===== src/rtl/buscaminas_pkg.sv =====
// Shared types and constants for the 8x8 minesweeper controller.
package buscaminas_pkg;

  localparam int unsigned N            = 8;
  localparam int unsigned CELDAS       = 64;
  localparam int unsigned MAX_BOMBAS   = 63;

  localparam int unsigned BIT_BOMBA    = 6;
  localparam int unsigned BIT_REVELADA = 5;
  localparam int unsigned BIT_BANDERA  = 4;

  typedef enum logic [2:0] {
    IDLE    = 3'd0,
    GENERAR = 3'd1,
    JUGAR   = 3'd2,
    REVELAR = 3'd3,
    BANDERA = 3'd4,
    GANO    = 3'd5,
    PERDIO  = 3'd6
  } estado_t;

  // Clamp the requested bomb count into 1..max_b.
  function automatic logic [7:0] clamp_bombas(input logic [7:0] sel, input int unsigned max_b);
    if (sel == 8'd0) return 8'd1;
    if (32'(sel) > max_b) return 8'(max_b);
    return sel;
  endfunction

endpackage


===== src/rtl/buscaminas_control_cursor.sv =====
// Wrapping row/column cursor for an N x N board.
module cursor_8x8
  import buscaminas_pkg::*;
#(
  parameter int unsigned N = 8
) (
  input  logic                 clk,
  input  logic                 rst,
  input  logic                 i_clr,
  input  logic                 i_arriba,
  input  logic                 i_abajo,
  input  logic                 i_izq,
  input  logic                 i_der,
  output logic [$clog2(N)-1:0] o_i,
  output logic [$clog2(N)-1:0] o_j
);

  localparam int unsigned W = $clog2(N);
  localparam logic [W-1:0] ULT = W'(N - 1);

  logic [W-1:0] r_i;
  logic [W-1:0] r_j;

  always_ff @(posedge clk) begin
    if (rst || i_clr) begin
      r_i <= '0;
      r_j <= '0;
    end else if (i_arriba) begin
      r_i <= (r_i == '0) ? ULT : r_i - W'(1);
    end else if (i_abajo) begin
      r_i <= (r_i == ULT) ? '0 : r_i + W'(1);
    end else if (i_izq) begin
      r_j <= (r_j == '0) ? ULT : r_j - W'(1);
    end else if (i_der) begin
      r_j <= (r_j == ULT) ? '0 : r_j + W'(1);
    end
  end

  assign o_i = r_i;
  assign o_j = r_j;

endmodule


===== src/rtl/buscaminas_control.sv =====
// Minesweeper game controller: sequences board generation, cursor, reveal and flag strobes.
module buscaminas_control
  import buscaminas_pkg::*;
#(
  parameter int unsigned N          = 8,
  parameter int unsigned MAX_BOMBAS = 63
) (
  input  logic       clk,
  input  logic       rst,
  input  logic       start,
  input  logic       btn_arriba,
  input  logic       btn_abajo,
  input  logic       btn_izq,
  input  logic       btn_der,
  input  logic       btn_revelar,
  input  logic       btn_bandera,
  input  logic [7:0] bombas_sel,
  input  logic       tablero_generado,
  input  logic [6:0] celda_actual,
  output logic [7:0] cant_bombas,
  output logic [2:0] i_actual,
  output logic [2:0] j_actual,
  output logic       enable_matriz,
  output logic       enable_casillas,
  output logic       enable_bandera,
  output logic [6:0] banderas_rest,
  output logic       victoria,
  output logic       derrota,
  output logic [2:0] estado
);

  estado_t    r_estado, w_estado_sig;
  logic [7:0] r_cant, w_cant_sig;
  logic [6:0] r_band, w_band_sig;
  logic [6:0] r_rev, w_rev_sig;
  logic       r_bomba, w_bomba_sig;
  logic       r_en_matriz, r_en_casillas, r_en_bandera, r_victoria, r_derrota;

  logic       w_clr, w_arriba, w_abajo, w_izq, w_der;
  logic [7:0] w_clamp;
  logic [6:0] w_meta;
  logic       w_bandera_cel, w_revelada_cel;
  logic       w_unused;

  assign w_clamp        = clamp_bombas(bombas_sel, MAX_BOMBAS);
  assign w_meta         = 7'(N * N) - r_cant[6:0];
  assign w_bandera_cel  = celda_actual[BIT_BANDERA];
  assign w_revelada_cel = celda_actual[BIT_REVELADA];
  assign w_unused       = ^celda_actual[3:0];

  // Next-state and datapath update
  always_comb begin
    w_estado_sig = r_estado;
    w_cant_sig   = r_cant;
    w_band_sig   = r_band;
    w_rev_sig    = r_rev;
    w_bomba_sig  = r_bomba;
    w_clr        = 1'b0;
    w_arriba     = 1'b0;
    w_abajo      = 1'b0;
    w_izq        = 1'b0;
    w_der        = 1'b0;

    case (r_estado)
      IDLE, GANO, PERDIO: begin
        if (start) begin
          w_cant_sig   = w_clamp;
          w_band_sig   = w_clamp[6:0];
          w_rev_sig    = '0;
          w_clr        = 1'b1;
          w_estado_sig = GENERAR;
        end
      end
      GENERAR: begin
        if (tablero_generado) w_estado_sig = JUGAR;
      end
      JUGAR: begin
        // Only the highest-priority pressed button acts, even if it is then ignored.
        if (btn_revelar) begin
          if (!w_bandera_cel && !w_revelada_cel) begin
            w_bomba_sig  = celda_actual[BIT_BOMBA];
            w_estado_sig = REVELAR;
          end
        end else if (btn_bandera) begin
          if (!w_revelada_cel) begin
            if (w_bandera_cel) begin
              w_band_sig   = r_band + 7'd1;
              w_estado_sig = BANDERA;
            end else if (r_band != '0) begin
              w_band_sig   = r_band - 7'd1;
              w_estado_sig = BANDERA;
            end
          end
        end else if (btn_arriba) begin
          w_arriba = 1'b1;
        end else if (btn_abajo) begin
          w_abajo = 1'b1;
        end else if (btn_izq) begin
          w_izq = 1'b1;
        end else if (btn_der) begin
          w_der = 1'b1;
        end
      end
      REVELAR: begin
        if (r_bomba) begin
          w_estado_sig = PERDIO;
        end else begin
          w_rev_sig    = r_rev + 7'd1;
          w_estado_sig = (w_rev_sig == w_meta) ? GANO : JUGAR;
        end
      end
      BANDERA: begin
        w_estado_sig = JUGAR;
      end
      default: begin
        w_estado_sig = IDLE;
      end
    endcase
  end

  // State, datapath and Moore outputs decoded from the next state
  always_ff @(posedge clk) begin
    if (rst) begin
      r_estado      <= IDLE;
      r_cant        <= '0;
      r_band        <= '0;
      r_rev         <= '0;
      r_bomba       <= 1'b0;
      r_en_matriz   <= 1'b0;
      r_en_casillas <= 1'b0;
      r_en_bandera  <= 1'b0;
      r_victoria    <= 1'b0;
      r_derrota     <= 1'b0;
    end else begin
      r_estado      <= w_estado_sig;
      r_cant        <= w_cant_sig;
      r_band        <= w_band_sig;
      r_rev         <= w_rev_sig;
      r_bomba       <= w_bomba_sig;
      r_en_matriz   <= (w_estado_sig == GENERAR);
      r_en_casillas <= (w_estado_sig == REVELAR);
      r_en_bandera  <= (w_estado_sig == BANDERA);
      r_victoria    <= (w_estado_sig == GANO);
      r_derrota     <= (w_estado_sig == PERDIO);
    end
  end

  cursor_8x8 #(.N(N)) u_cursor (
    .clk      (clk),
    .rst      (rst),
    .i_clr    (w_clr),
    .i_arriba (w_arriba),
    .i_abajo  (w_abajo),
    .i_izq    (w_izq),
    .i_der    (w_der),
    .o_i      (i_actual),
    .o_j      (j_actual)
  );

  assign cant_bombas     = r_cant;
  assign banderas_rest   = r_band;
  assign enable_matriz   = r_en_matriz;
  assign enable_casillas = r_en_casillas;
  assign enable_bandera  = r_en_bandera;
  assign victoria        = r_victoria;
  assign derrota         = r_derrota;
  assign estado          = r_estado;

endmodule


===== config.mk =====
export PLATFORM = sky130hd
export DESIGN_NAME = buscaminas_control
export DESIGN_NICKNAME = d
export VERILOG_FILES = /design/src/rtl/buscaminas_pkg.sv /design/src/rtl/buscaminas_control_cursor.sv /design/src/rtl/buscaminas_control.sv
export SDC_FILE = /design/constraint.sdc
export NUM_CORES = 1
export LEC_CHECK = 0
export CORE_MARGIN = 5
export CORE_UTILIZATION = 45
export CTS_BUF_LIST = sky130_fd_sc_hd__clkbuf_8
export DETAILED_ROUTE_END_ITERATION = 10
export PLACE_DENSITY_LB_ADDON = 0.2
export SYNTH_ARGS = -nofsm -noshare
export SYNTH_HDL_FRONTEND = slang
export SYNTH_SLANG_ARGS = --single-unit

===== constraint.sdc =====
create_clock -name clk -period 3 [get_ports clk]
set_clock_uncertainty 0.2 [all_clocks]
set_input_delay 0.6 -clock clk [delete_from_list [all_inputs] [get_ports clk]]
set_output_delay 0.6 -clock clk [all_outputs]
set_load 0.01 [all_outputs]

==> results of run 1 <==
-- worst max-delay path, delay by kind of cell, from the launching register on --
family	cells	cell delay, ps
XOR/XNOR	1	210
AND/OR/NAND/NOR	4	1590
flip-flops	1	310
buffers and inverters	1	60
adder cells (fa/ha/maj)	1	160
AO/OA/AOI/OAI	1	250
-- path summary, 6_finish.rpt --
kind,cells past startpoint,slack [ps],endpoint,startpoint
worst max-delay path,8,150,enable_casillas,cant_bombas[0]
worst min-delay path,1,270,cant_bombas[7],cant_bombas[7]
worst max register to register,8,150,enable_casillas,cant_bombas[0]
worst min register to register,1,270,cant_bombas[7],cant_bombas[7]
-- state kept, by name, indices dropped and copies added, names as in the netlist --
signal / cells
enable_bandera: 1
r_bomba: 1
u_cursor.o_j: 3
u_cursor.o_i: 3
cant_bombas: 8
r_rev: 7
banderas_rest: 7
enable_casillas: 1
victoria: 1
estado: 3
enable_matriz: 1
derrota: 1
-- logic make-up after synthesis --
group	count (synthesis)	synth area share [%]
AND/OR/NAND/NOR	120	25.61
multiplexers	3	1.321
buffers and inverters	31	4.726
AO/OA/AOI/OAI	89	24.29
flip-flops	37	30.08
adder cells (fa/ha/maj)	16	8.435
XOR/XNOR	14	5.539
-- final cells by class --
class	instances	area, µm²
clock buffer	5	68.82
clock inverter	3	13.76
fill	517	2156
inverter	16	60.06
multi-input combinational	242	1613
sequential	37	740.7
tap	72	90.09
timing repair buffer	72	663.1
-- report_power, final --
part	switching, mW	internal (mW)
Sequential	0.0255	0.515
Clock	0.176	0.158
Combinational	0.191	0.206
Total	0.392	0.879
-- cell usage in the layout, fill, tap and decap left out, types with 8 or more instances in the layout --
cell,instances
xnor2_1,8
buf_4,23
nand2_1,20
nor2_1,35
o21ai_0,17
nand2b_1,8
nor3_1,16
inv_1,17
ha_1,15
a21oi_1,27
clkdlybuf4s50_1,49
dfxtp_1,37
-- per-layer routing --
metal  GRT usage, %  wire, µm
met2          29.36      2869
met1          23.45      2872
met3          4.245       285
met5              0         0
met4          5.409        63
-- metrics by stage --
stage	cell area, µm²	TNS (ps)	setup slack (ps)
floorplan	2462	0	27.89
global placement	3159	-91.65	-91.65
detailed placement	3159	-184.4	-143.5
CTS	3246	0	152.8
global route	3249	0	29.78
finish	3249	0	152.8
-- what timing repair did --
action	4_1_cts	5_1_grt
buffers inserted	0	0
endpoints found under the setup margin	1	1
pin swaps	1	0
gates resized for setup	1	1
==> flow_summary.toml, run 1 <==
[outcome]
status = "completed"

[synthesis]
synth_edf_count = 0
synth.distinct_cells = 53
synth_area_leader_cell = "dfxtp_1"
syn_area_um2 = 2462
yosys-top-cells-count = "dfxtp_1, nor2_1, a21oi_1"
synth.top_cell.area_share_pct = 30.08
ys_seq_area_share_pct = 30.08
async_reset_ff_share_pct = 0
synth-main-ff-cell = "dfxtp_1"
yosysWarnings = 0
synth.most_common_cell = "dfxtp_1"
avgSynthCellArea_um2 = 7.943
synth_cells = 310
synth_nets = 351
synth_area_leaders = "dfxtp_1, ha_1, a21oi_1, nor2_1, o21ai_0"
synth_seq_cells = 37

[timing]
hold_viol = 0
fmaxAchievable_mhz = 351.2
min_period_over_period_pct = 94.91
min_period_ps = 2847
tightest_slew_ps = 633.9
rsz0062_at_grt = "false"
slew_violations = 0
slew_headroom_pct = 57.29
setup_viol = 0
holdWs_ps = 266.5

[drt]
dr.pass1.iters = 4
routed_via_density = 5.492
drtIter0Drc = 104
wl_per_cell_um = 13.63
totalWireLength_um = 6091
num_vias = 2455
drcViolationCount = 0
drtAntennaViolNets = 0

[critical_path]
worstPathMaxFanout = 4
cp_cell_sequence = "inv_1 -> ha_1 -> or3b_2 -> xnor3_1 -> or4_4 -> or4_1 -> o21a_2 -> nor4b_4"
cpPeakStageDelay_ps = 480
end_kind = "flop"
start_kind = "flop"
crit_arrival_ps = 2850
cp_slowest_cell = "or3b_2"
crit_required_ps = 3010
critical_path_class = "reg -> reg"

[cts]
root_buffer = "clkbuf_8"
numCtsBuffers = 5
cts_buffer_depth = 2
cts_tree = "built"
cts.sinks = 37
htree_levels = 2
cts.clk_slew.worst_paths_ps = 70
ctsHoldBuffers = 0
clk_latency_ps = 290

[pwr]
ir_drop_uv = 205.1
p_total_mw = 1.271
p_per_area_nw_per_um2 = 391.2
cellLeakagePower_nw = 1.278

[global_routing]
grt_max_degree = 23
grt_use_total_pct = 17.97
grt_overflow = 0
grt_pass1_vias = 2325
grt_pass1_wl_um = 10520
antenna_found_initial = 0

[place]
place_inst = 439
place.gp.congestion = 0.8953
post-dp-hpwl_um = 4777
port_buffers = 49

[floorplanning]
fp.dieArea_um2 = 7051
core_um2 = 5405
num_rows = 27
io_pins = 54
die_w_um = 83.97
die_h_um = 83.97
start_util_pct = 45.56

[cells_and_area]
n_antenna_cell = 0
drive_above_1_share_pct = 12.00
fin_cells = 447
nNetsFinal = 415
fin_util_pct = 60.12
syn_to_final_growth_pct = 31.96

[worst_hold_path]
hold_class = "reg -> reg"

[run]
maxCapViolations = 0
No activity file was read; power rests on OpenSTA's default activity.
==> run 2: changes to the inputs <==
Settings changed: MAX_ROUTING_LAYER set to met4, PLACE_DENSITY_LB_ADDON 0.2 to 0.3.
==> run 2 against run 1 <==
Global-route usage up 1.0 points. Combinational power up 3%. Die area unchanged. First-iteration DRC count up 13%. Cell count up 1.1%. Largest cell class unchanged. Largest power group unchanged.
==> flow_summary.toml, run 2 (synthesis results as in run 1) <==
[critical_path]
start_kind = "flop"
rr_startpoint = "cant_bombas[0]"
critical_path_class = "reg -> reg"
worstPathMaxFanout = 4
r2r_cells = 8
critPathLaunch = "cant_bombas[0]"
crit_required_ps = 3020
end_kind = "flop"
crit_arrival_ps = 2880

[cells_and_area]
drive_above_1_share_pct = 13.42
final_common_cell = "clkdlybuf4s50_1"
final_area_um2 = 3347
final_cell_mix = "clkdlybuf4s50_1, dfxtp_1, nor2_1"
fill_cells = 480
n_antenna_cell = 0
fin_util_pct = 61.92
syn_to_final_growth_pct = 35.92
fin_cells = 452
multi_input_area_um2 = 1622
nNetsFinal = 420
largest_reg_flops = 8
register_area_um2 = 740.7

[cts]
cts.sinks = 37
numCtsBuffers = 5
htree_levels = 2
root_buffer = "clkbuf_8"
cts_setup_buffers = 0
ctsHoldBuffers = 0
cts.clk_slew.worst_paths_ps = 80
cts_buffer_depth = 2
clk_latency_ps = 300
cts_tree = "built"

[place]
port_buffers = 49
post-dp-hpwl_um = 5085
place_area_um2 = 3197
place_inst = 444
place.gp.congestion = 0.8602

[timing]
hold_viol = 0
setup_viol = 0
fin_tns_setup_ps = 0
rsz0062_at_grt = "false"
fmaxAchievable_mhz = 349.1
holdWs_ps = 286.5
slew_headroom_pct = 61.22
min_period_ps = 2864
slew_violations = 0
tightest_slew_ps = 575.6
min_period_over_period_pct = 95.48

[drt]
totalWireLength_um = 6327
num_vias = 2486
dr.pass1.iters = 5
drtIter0Drc = 118
drtAntennaViolNets = 0
drcViolationCount = 0
wl_per_cell_um = 14.00
routed_via_density = 5.500

[pwr]
ir_drop_uv = 496.4
p_per_area_nw_per_um2 = 437.8
cellLeakagePower_nw = 1.326

[floorplanning]
num_rows = 27
die_w_um = 83.97
fp.dieArea_um2 = 7051
io_pins = 54
start_util_pct = 45.56
core_um2 = 5405
die_h_um = 83.97

[global_routing]
grt_overflow = 0
grt_use_total_pct = 19.01
grt_pass1_wl_um = 10780
grt_pass1_vias = 2390
antenna_found_initial = 0
grt_max_degree = 17

[worst_hold_path]
min_path_cells = 1
hold_class = "reg -> reg"
min_from = "cant_bombas[7]"

[run]
maxCapViolations = 0

[outcome]
status = "completed"
run 2: metal layers:
metal | track usage, % | part of all wire, % | up-vias
li1 | - | - | 1278
met5 | - | 0 | -
met2 | 32.54 | 48 | 63
met1 | 22.40 | 45 | 1132
met4 | 5.994 | 2.1 | 0
met3 | 3.751 | 5.1 | 13
run 2: final cells by class:
cell class / count / share of cell area [%]
Clock inverter: 3 / 1.944
Timing Repair Buffer: 77 / 20.93
Tap cell: 72 / 2.692
Sequential cell: 37 / 22.13
Multi-Input combinational cell: 242 / 48.45
Clock buffer: 5 / 2.056
Inverter: 16 / 1.794
run 2: metrics by stage:
| step | total power [mW] | setup WS [ps] |
|---|---|---|
| after global routing | 1.543 | 42.55 |
| after CTS | 1.466 | 0.8769 |
| after detailed placement | 0.9548 | -102.8 |
| after floorplan | 0.7766 | 27.89 |
| after global placement | 0.9452 | -81.74 |
| final | 1.465 | 135.5 |
run 2: worst paths after layout:
path                          end  slack, ps
setup / recovery  enable_casillas        140
hold reg to reg    cant_bombas[7]        290
hold / removal     cant_bombas[7]        290
setup reg to reg  enable_casillas        140
run 2: power by group:
group          switching (mW)  leakage [nW]  internal, mW
Sequential             0.0259         0.302         0.515
Combinational           0.190         0.956         0.218
Clock                   0.186        0.0681         0.330
Total                   0.402          1.33          1.06
run 2: critical path, cell delays in order, from the launching register on:
cell and delay, ps:
dfxtp_1 310, inv_1 50, ha_1 150, or3b_4 380, xnor3_1 360, or4_4 430, or4_4 430, o21a_4 230
nor4b_4 250
run 2: what timing repair did:
item	in CTS	in global routing
setup endpoints to repair	0	5
hold endpoints to repair	0	0
resized for setup	0	4
